===== src/rtl/iob_fifo_sync_assim_pkg.sv =====
// Shared constants, helper functions and parameter-legality checks for the
// asymmetric synchronous FIFO and its RAM.
package iob_fifo_sync_assim_pkg;

  localparam int DEF_W_DATA_W = 32;
  localparam int DEF_R_DATA_W = 8;
  localparam int DEF_ADDR_W   = 6;

  typedef enum logic [1:0] {
    MODE_EQUAL,
    MODE_PACK,    // narrow write, wide read
    MODE_UNPACK   // wide write, narrow read
  } ram_mode_e;

  function automatic int f_max(input int a, input int b);
    return (a > b) ? a : b;
  endfunction

  function automatic int f_min(input int a, input int b);
    return (a < b) ? a : b;
  endfunction

  function automatic int f_log2(input int v);
    int r;
    r = 0;
    for (int i = 0; i < 31; i++) begin
      if ((1 << i) < v) r = i + 1;
    end
    return r;
  endfunction

  function automatic bit f_is_pow2(input int v);
    return (v > 0) && ((v & (v - 1)) == 0);
  endfunction

  function automatic ram_mode_e f_mode(input int w_w, input int r_w);
    if (w_w < r_w) return MODE_PACK;
    if (w_w > r_w) return MODE_UNPACK;
    return MODE_EQUAL;
  endfunction

  function automatic bit f_params_ok(input int w_w, input int r_w, input int addr_w);
    int min_w;
    int max_w;
    min_w = f_min(w_w, r_w);
    max_w = f_max(w_w, r_w);
    if (min_w <= 0) return 1'b0;
    if ((max_w % min_w) != 0) return 1'b0;
    if (!f_is_pow2(max_w / min_w)) return 1'b0;
    return addr_w >= f_log2(max_w / min_w) + 1;
  endfunction

endpackage


===== src/rtl/iob_ram_2p_assim_sync.sv =====
// Single-clock two-port RAM with asymmetric port widths; MAX_W-wide rows,
// the narrow port picks its lane from the low address bits. Registered read.
module iob_ram_2p_assim_sync
  import iob_fifo_sync_assim_pkg::*;
#(
  parameter int W_DATA_W = DEF_W_DATA_W,
  parameter int R_DATA_W = DEF_R_DATA_W,
  parameter int ADDR_W   = DEF_ADDR_W
) (
  input  logic                clk,
  input  logic                rst,
  input  logic                w_en,
  input  logic [ADDR_W-1:0]   w_addr,
  input  logic [W_DATA_W-1:0] w_data,
  input  logic                r_en,
  input  logic [ADDR_W-1:0]   r_addr,
  output logic [R_DATA_W-1:0] r_data
);

  localparam int MIN_W      = f_min(W_DATA_W, R_DATA_W);
  localparam int MAX_W      = f_max(W_DATA_W, R_DATA_W);
  localparam int N_LANES    = MAX_W / MIN_W;
  localparam int RATIO_LOG2 = f_log2(N_LANES);
  localparam int ROW_W      = ADDR_W - RATIO_LOG2;
  localparam int DEPTH      = 1 << ROW_W;
  localparam ram_mode_e MODE = f_mode(W_DATA_W, R_DATA_W);

  // NOTE: the storage array has no reset; only the output register is cleared.
  logic [N_LANES-1:0][MIN_W-1:0] mem_q [DEPTH];
  logic [ROW_W-1:0]    w_row;
  logic [ROW_W-1:0]    r_row;
  logic [R_DATA_W-1:0] rd_word;
  logic [R_DATA_W-1:0] r_data_d;
  logic [R_DATA_W-1:0] r_data_q;

  assign w_row = w_addr[ADDR_W-1:RATIO_LOG2];
  assign r_row = r_addr[ADDR_W-1:RATIO_LOG2];

  if (MODE == MODE_PACK) begin : g_pack
    logic [RATIO_LOG2-1:0] w_lane;
    logic                  unused_r_lane;
    assign w_lane        = w_addr[RATIO_LOG2-1:0];
    assign unused_r_lane = ^r_addr[RATIO_LOG2-1:0];

    always_ff @(posedge clk) begin
      if (w_en) mem_q[w_row][w_lane] <= w_data;
    end
    assign rd_word = mem_q[r_row];
  end else if (MODE == MODE_UNPACK) begin : g_unpack
    logic [RATIO_LOG2-1:0] r_lane;
    logic                  unused_w_lane;
    assign r_lane        = r_addr[RATIO_LOG2-1:0];
    assign unused_w_lane = ^w_addr[RATIO_LOG2-1:0];

    always_ff @(posedge clk) begin
      if (w_en) mem_q[w_row] <= w_data;
    end
    assign rd_word = mem_q[r_row][r_lane];
  end else begin : g_equal
    always_ff @(posedge clk) begin
      if (w_en) mem_q[w_row] <= w_data;
    end
    assign rd_word = mem_q[r_row];
  end

  // NOTE: always_comb gives every output a default first, so no latch is inferred.
  always_comb begin
    r_data_d = r_data_q;
    if (r_en) r_data_d = rd_word;
  end

  // NOTE: sequential state uses non-blocking assignments only.
  always_ff @(posedge clk) begin
    if (rst) r_data_q <= '0;
    else     r_data_q <= r_data_d;
  end

  assign r_data = r_data_q;

endmodule


===== src/rtl/iob_fifo_sync_assim.sv =====
// Single-clock FIFO with asymmetric write/read widths (little-endian pack or
// unpack), exact fill level, almost-full/empty flags and error pulses.
module iob_fifo_sync_assim
  import iob_fifo_sync_assim_pkg::*;
#(
  parameter int W_DATA_W  = DEF_W_DATA_W,
  parameter int R_DATA_W  = DEF_R_DATA_W,
  parameter int ADDR_W    = DEF_ADDR_W,
  parameter int AFULL_TH  = (1 << ADDR_W) - 8,
  parameter int AEMPTY_TH = 8
) (
  input  logic                clk,
  input  logic                rst,
  input  logic                w_en,
  input  logic [W_DATA_W-1:0] w_data,
  output logic                w_full,
  output logic                w_afull,
  output logic                w_ovf,
  input  logic                r_en,
  output logic [R_DATA_W-1:0] r_data,
  output logic                r_empty,
  output logic                r_aempty,
  output logic                r_unf,
  output logic [ADDR_W:0]     level
);

  localparam int MIN_W   = f_min(W_DATA_W, R_DATA_W);
  localparam int W_RATIO = W_DATA_W / MIN_W;
  localparam int R_RATIO = R_DATA_W / MIN_W;
  localparam int LVL_W   = ADDR_W + 1;

  localparam logic [ADDR_W-1:0] W_STEP     = ADDR_W'(W_RATIO);
  localparam logic [ADDR_W-1:0] R_STEP     = ADDR_W'(R_RATIO);
  localparam logic [ADDR_W:0]   W_LVL      = LVL_W'(W_RATIO);
  localparam logic [ADDR_W:0]   R_LVL      = LVL_W'(R_RATIO);
  localparam logic [ADDR_W:0]   FULL_LVL   = LVL_W'((1 << ADDR_W) - W_RATIO);
  localparam logic [ADDR_W:0]   AFULL_LVL  = LVL_W'(AFULL_TH);
  localparam logic [ADDR_W:0]   AEMPTY_LVL = LVL_W'(AEMPTY_TH);

  if (!f_params_ok(W_DATA_W, R_DATA_W, ADDR_W)) begin : g_param_check
    $error("iob_fifo_sync_assim: width ratio must be a power of two and ADDR_W > log2(ratio)");
  end

  logic [ADDR_W-1:0] wptr_q, wptr_d;
  logic [ADDR_W-1:0] rptr_q, rptr_d;
  logic [ADDR_W:0]   level_q, level_d;
  logic              w_ovf_q, w_ovf_d;
  logic              r_unf_q, r_unf_d;
  logic              w_acc;
  logic              r_acc;

  // Flags come from the registered level only, so a same-cycle read never frees a write.
  assign w_full   = level_q > FULL_LVL;
  assign r_empty  = level_q < R_LVL;
  assign w_afull  = level_q >= AFULL_LVL;
  assign r_aempty = level_q <= AEMPTY_LVL;

  assign w_acc = w_en & ~w_full;
  assign r_acc = r_en & ~r_empty;

  always_comb begin
    wptr_d  = wptr_q;
    rptr_d  = rptr_q;
    if (w_acc) wptr_d = wptr_q + W_STEP;
    if (r_acc) rptr_d = rptr_q + R_STEP;
    level_d = level_q + (w_acc ? W_LVL : '0) - (r_acc ? R_LVL : '0);
    w_ovf_d = w_en & w_full;
    r_unf_d = r_en & r_empty;
  end

  always_ff @(posedge clk) begin
    if (rst) begin
      wptr_q  <= '0;
      rptr_q  <= '0;
      level_q <= '0;
      w_ovf_q <= 1'b0;
      r_unf_q <= 1'b0;
    end else begin
      wptr_q  <= wptr_d;
      rptr_q  <= rptr_d;
      level_q <= level_d;
      w_ovf_q <= w_ovf_d;
      r_unf_q <= r_unf_d;
    end
  end

  // The RAM's registered read port doubles as the FIFO read-data register.
  iob_ram_2p_assim_sync #(
    .W_DATA_W (W_DATA_W),
    .R_DATA_W (R_DATA_W),
    .ADDR_W   (ADDR_W)
  ) u_ram (
    .clk    (clk),
    .rst    (rst),
    .w_en   (w_acc),
    .w_addr (wptr_q),
    .w_data (w_data),
    .r_en   (r_acc),
    .r_addr (rptr_q),
    .r_data (r_data)
  );

  assign level = level_q;
  assign w_ovf = w_ovf_q;
  assign r_unf = r_unf_q;

endmodule


===== config.mk =====
export PLATFORM = sky130hd
export DESIGN_NAME = iob_fifo_sync_assim
export DESIGN_NICKNAME = d
export VERILOG_FILES = /design/src/rtl/iob_fifo_sync_assim_pkg.sv /design/src/rtl/iob_ram_2p_assim_sync.sv /design/src/rtl/iob_fifo_sync_assim.sv
export SDC_FILE = /design/constraint.sdc
export NUM_CORES = 1
export LEC_CHECK = 0
export CORE_UTILIZATION = 65
export DETAILED_ROUTE_END_ITERATION = 8
export PLACE_DENSITY_LB_ADDON = 0.12
export SLEW_MARGIN = 20
export SYNTH_ARGS = -nofsm -noshare
export SYNTH_HDL_FRONTEND = slang
export SYNTH_SLANG_ARGS = --single-unit

===== constraint.sdc =====
create_clock -name clk -period 12.8 [get_ports clk]
set_clock_uncertainty 0.05 [all_clocks]
set_input_delay 2.56 -clock clk [delete_from_list [all_inputs] [get_ports clk]]
set_output_delay 2.56 -clock clk [all_outputs]
set_load 0.05 [all_outputs]

==> impl_results.md <==
* Crit path setup slack, layout at 7.778 ns
* Later-pin clock latency in the skew report at 0.58 ns
* Worst flop-to-flop path endpoint: u_ram.r_data[2]
* Power Density at 174.7 mW/mm^2
* Count of standard-cell rows at 65
* Mapped cell area at 0.02106 mm^2
* Worst setup path end: r_empty
* Register clock-pin slew on the reported worst setup and hold paths at 0.06 ns
* GR met2 Demand/Resource at 0.4548
* Worst Setup SP: level[3]
* Worst-case setup slack after placement at 7.418 ns
* Post-Synthesis Net Count at 1071
* Number of I/O pins at 57
* Initial antenna violation count at 0
* Final Slew Violations at 0
* Category of the worst setup path launch point: flop
* Crit path arrival time at 2.41 ns
* Initial cell density of the core at 0.6639
* Proportion of layout cells with a drive suffix above 1 at 0.2206
* Setup repair after global routing missed its margin: no
* Number of buffers created by CTS at 53
* Met3 Usage GRT at 0.04452
* Number of setup buffers added after CTS at 0
* Post-synth cell types at 44
* Endpoints failing hold at 0
* Number of cells on the worst reg-to-reg path at 7
* Via Count at 10250
* Critical Path Fanout Max at 5
* FILL cells at 1732
* Initial drt markers at 1112
* Number of instances in the synthesized netlist at 1016
* Post-detailed-routing wire length at 44.47 mm
* Post-route insts no fill at 1540
* Post-route antenna net violation count at 0
* Max rail drop VDD at 0.1546 mV
* Final worst path period need at 5.022 ns
* Average via count per standard cell at 6.656
* Final period utilization at 0.3923
* Core footprint at 0.03172 mm^2
* Worst slew slack as a fraction of its limit at 0.2489
* Share of the core filled with cells in the final layout at 0.7542
* Clk sinks at 543
* GRT Total Usage at 0.2808
* Number of inserted diodes at 0
* Global-route wire length before repair at 66.56 mm
* Highest clock frequency the design can meet at 199.1 MHz
* Setup TNS at 0 ns
* Critical path class: reg -> out
* Number of max-cap violations at 0
* Peak-usage layer in the global routing report: met2
* Die outline area at 0.03312 mm^2
* Chip Height at 182.0 um
* Worst min-delay path category: reg -> reg
* Flop and latch count out of synthesis at 543
* Post-route DRC at 0
* Met1 routing resource usage after global routing at 0.4017
* Cells resized by post-CTS repair at 0
* H-tree depth at 2
* Clock root buffer: sky130_fd_sc_hd__clkbuf_16
* Outcome: completed
* Number of buffer cells added on primary ports at 56
* WL per Instance at 28.87 um
* Via count of the first global-routing pass at 10530
* Synthesis-to-finish area growth at 13.60%
* Number of buffers added to fix hold violations after cts at 0
* Global route overflow at 0
* Sequential area share after synthesis at 0.7596
* CP endpoint kind: primary output
* Register-to-register setup slack at 9.10 ns
* Required time at the worst-slack endpoint at 10.19 ns
* Cell leakage power at 7.400 nW
* Placed instance count at 1444
* Placed wire-length estimate at 25.33 mm
* Final-report setup violation count at 0
* CTS tree: built
* Final estimated routing congestion in global placement at 0.8209
* Avg Cell Area, Syn at 20.73 um^2
* Largest net degree at the start of global routing at 59
* Worst slew pin tran at 1.123 ns
* Yosys Warn Count at 0
* Net total in the final layout at 1152
* Iteration count of the initial detailed-routing pass at 7
* CTS Buffer Depth at 3
* Die Width at 182.0 um
-- area by class of cell --
class,count,area (um^2),area share
well taps,402,503.0,0.02103
repair buffers,80,740.7,0.03096
flip-flops and latches,543,16010,0.6691
multi-input cells,402,4793,0.2004
clock buffers,67,1389,0.05805
clock inverters,29,425.4,0.01778
inverters,17,63.81,0.002667
-- logic make-up (layout without fill, tap and decap cells) --
kind of cell	after synthesis	count (layout)	share of synthesized area
adders and majority gates	19	19	0.01165
DFF	543	543	0.7596
muxes	177	177	0.1512
AOI/OAI and AO/OA	91	91	0.02899
and+or+nand+nor	103	103	0.02549
buffers and inverters	71	193	0.01818
xor gates and xnor gates	12	12	0.004991
-- where the power goes --
part           internal (mW)  switching (mW)  total, mW
clock                  0.988           0.639       1.63
combinational          0.181           0.321      0.501
sequential              2.01          0.0377       2.05
total                   3.18           0.997       4.18
-- per-layer routing --
layer  vias to the layer above  part of all wire
li1                       4338                 -
met1                      5290              0.40
met2                       527              0.49
met3                        96             0.081
met4                         0             0.028
met5                         -                 0
-- state kept, by name, summed over array words and instances, names as in the netlist, named ones only --
register and flops:
u_ram.mem_q 512, r_unf 1, level 7, u_ram.r_data 8
w_ovf 1, wptr_q 4, rptr_q 6
-- critical path: stages, from the launching register on --
cell,delay (ns)
sky130_fd_sc_hd__dfxtp_1,0.42
sky130_fd_sc_hd__inv_1,0.11
sky130_fd_sc_hd__ha_1,0.21
sky130_fd_sc_hd__o31ai_1,0.05
sky130_fd_sc_hd__and3_1,0.23
sky130_fd_sc_hd__clkdlybuf4s50_1,0.82
-- worst min-delay path by stage --
| stage | start | endpoint | cells after the start |
|---|---|---|---|
| 2_1_floorplan | rptr_q[5] | flop | 2 |
| 3_3_place_gp | u_ram.r_data[6] | u_ram.r_data[6] | 2 |
| 6_report | u_ram.r_data[6] | u_ram.r_data[6] | 2 |
| 3_5_place_dp | u_ram.r_data[7] | u_ram.r_data[7] | 2 |
| 5_1_grt | u_ram.r_data[0] | u_ram.r_data[0] | 2 |
| 4_1_cts | u_ram.r_data[6] | u_ram.r_data[6] | 2 |
-- through the flow --
stage	total power, mW	hold WS, ns	instance area [um^2]
final	4.179	0.4432	23920
after global placement	2.577	0.4304	22110
after global routing	4.309	0.4730	23920
after CTS	4.199	0.4502	23920
after floorplan	2.407	0.4347	21060
after detailed placement	2.587	0.4395	22110
-- cell usage in the layout, fill, tap and decap left out, types with 7 or more instances in the layout --
cell type and count:
sky130_fd_sc_hd__a21oi_1 21, sky130_fd_sc_hd__a221oi_1 8, sky130_fd_sc_hd__a22oi_1 32, sky130_fd_sc_hd__buf_4 24, sky130_fd_sc_hd__bufinv_16 11, sky130_fd_sc_hd__clkbuf_1 13, sky130_fd_sc_hd__clkbuf_16 53, sky130_fd_sc_hd__clkdlybuf4s50_1 56
sky130_fd_sc_hd__clkinv_1 8, sky130_fd_sc_hd__clkinv_2 7, sky130_fd_sc_hd__dfxtp_1 27, sky130_fd_sc_hd__edfxtp_1 512, sky130_fd_sc_hd__ha_1 18, sky130_fd_sc_hd__inv_1 16, sky130_fd_sc_hd__mux2_2 8, sky130_fd_sc_hd__mux2i_1 57
sky130_fd_sc_hd__mux4_2 112, sky130_fd_sc_hd__nand2_1 9, sky130_fd_sc_hd__nor2_1 29, sky130_fd_sc_hd__nor2_4 12, sky130_fd_sc_hd__nor2b_1 7, sky130_fd_sc_hd__nor3_1 16, sky130_fd_sc_hd__nor3_2 12, sky130_fd_sc_hd__o211ai_1 8
sky130_fd_sc_hd__o21ai_1 8, sky130_fd_sc_hd__o22ai_1 8, sky130_fd_sc_hd__xor2_1 8
-- cell usage after synthesis, drive strengths merged --
| master | n | area, um^2 |
|---|---|---|
| fa | 1 | 20.02 |
| o21ai | 9 | 45.04 |
| nand4 | 3 | 18.77 |
| dfxtp | 31 | 620.6 |
| a41oi | 2 | 17.52 |
| nor3b | 1 | 7.510 |
| a221oi | 8 | 70.07 |
| or2 | 1 | 6.260 |
| and2 | 4 | 25.02 |
| o31ai | 1 | 7.510 |
| xor2 | 8 | 70.07 |
| nor2b | 8 | 50.05 |
| o21bai | 1 | 7.510 |
| a21o | 1 | 7.510 |
| mux4 | 112 | 2522 |
| clkinv | 1 | 3.750 |
| nor2 | 41 | 153.9 |
| inv | 16 | 60.06 |
| xnor2 | 4 | 35.03 |
| clkbuf | 17 | 63.81 |
| and3b | 1 | 8.760 |
| edfxtp | 512 | 15370 |
| mux2i | 57 | 570.6 |
| nand2b | 2 | 12.51 |
| nand4bb | 1 | 11.26 |
| or3b | 1 | 8.760 |
| mux2 | 8 | 90.09 |
| nor3 | 28 | 180.2 |
| ha | 18 | 225.2 |
| o22ai | 8 | 50.05 |
| and3 | 2 | 12.51 |
| buf | 37 | 255.2 |
| a21oi | 21 | 105.1 |
| nand3b | 1 | 7.510 |
| nand2 | 9 | 33.78 |
| o211ai | 8 | 60.06 |
| a22oi | 32 | 240.2 |
(Power assumes the default switching activity.)
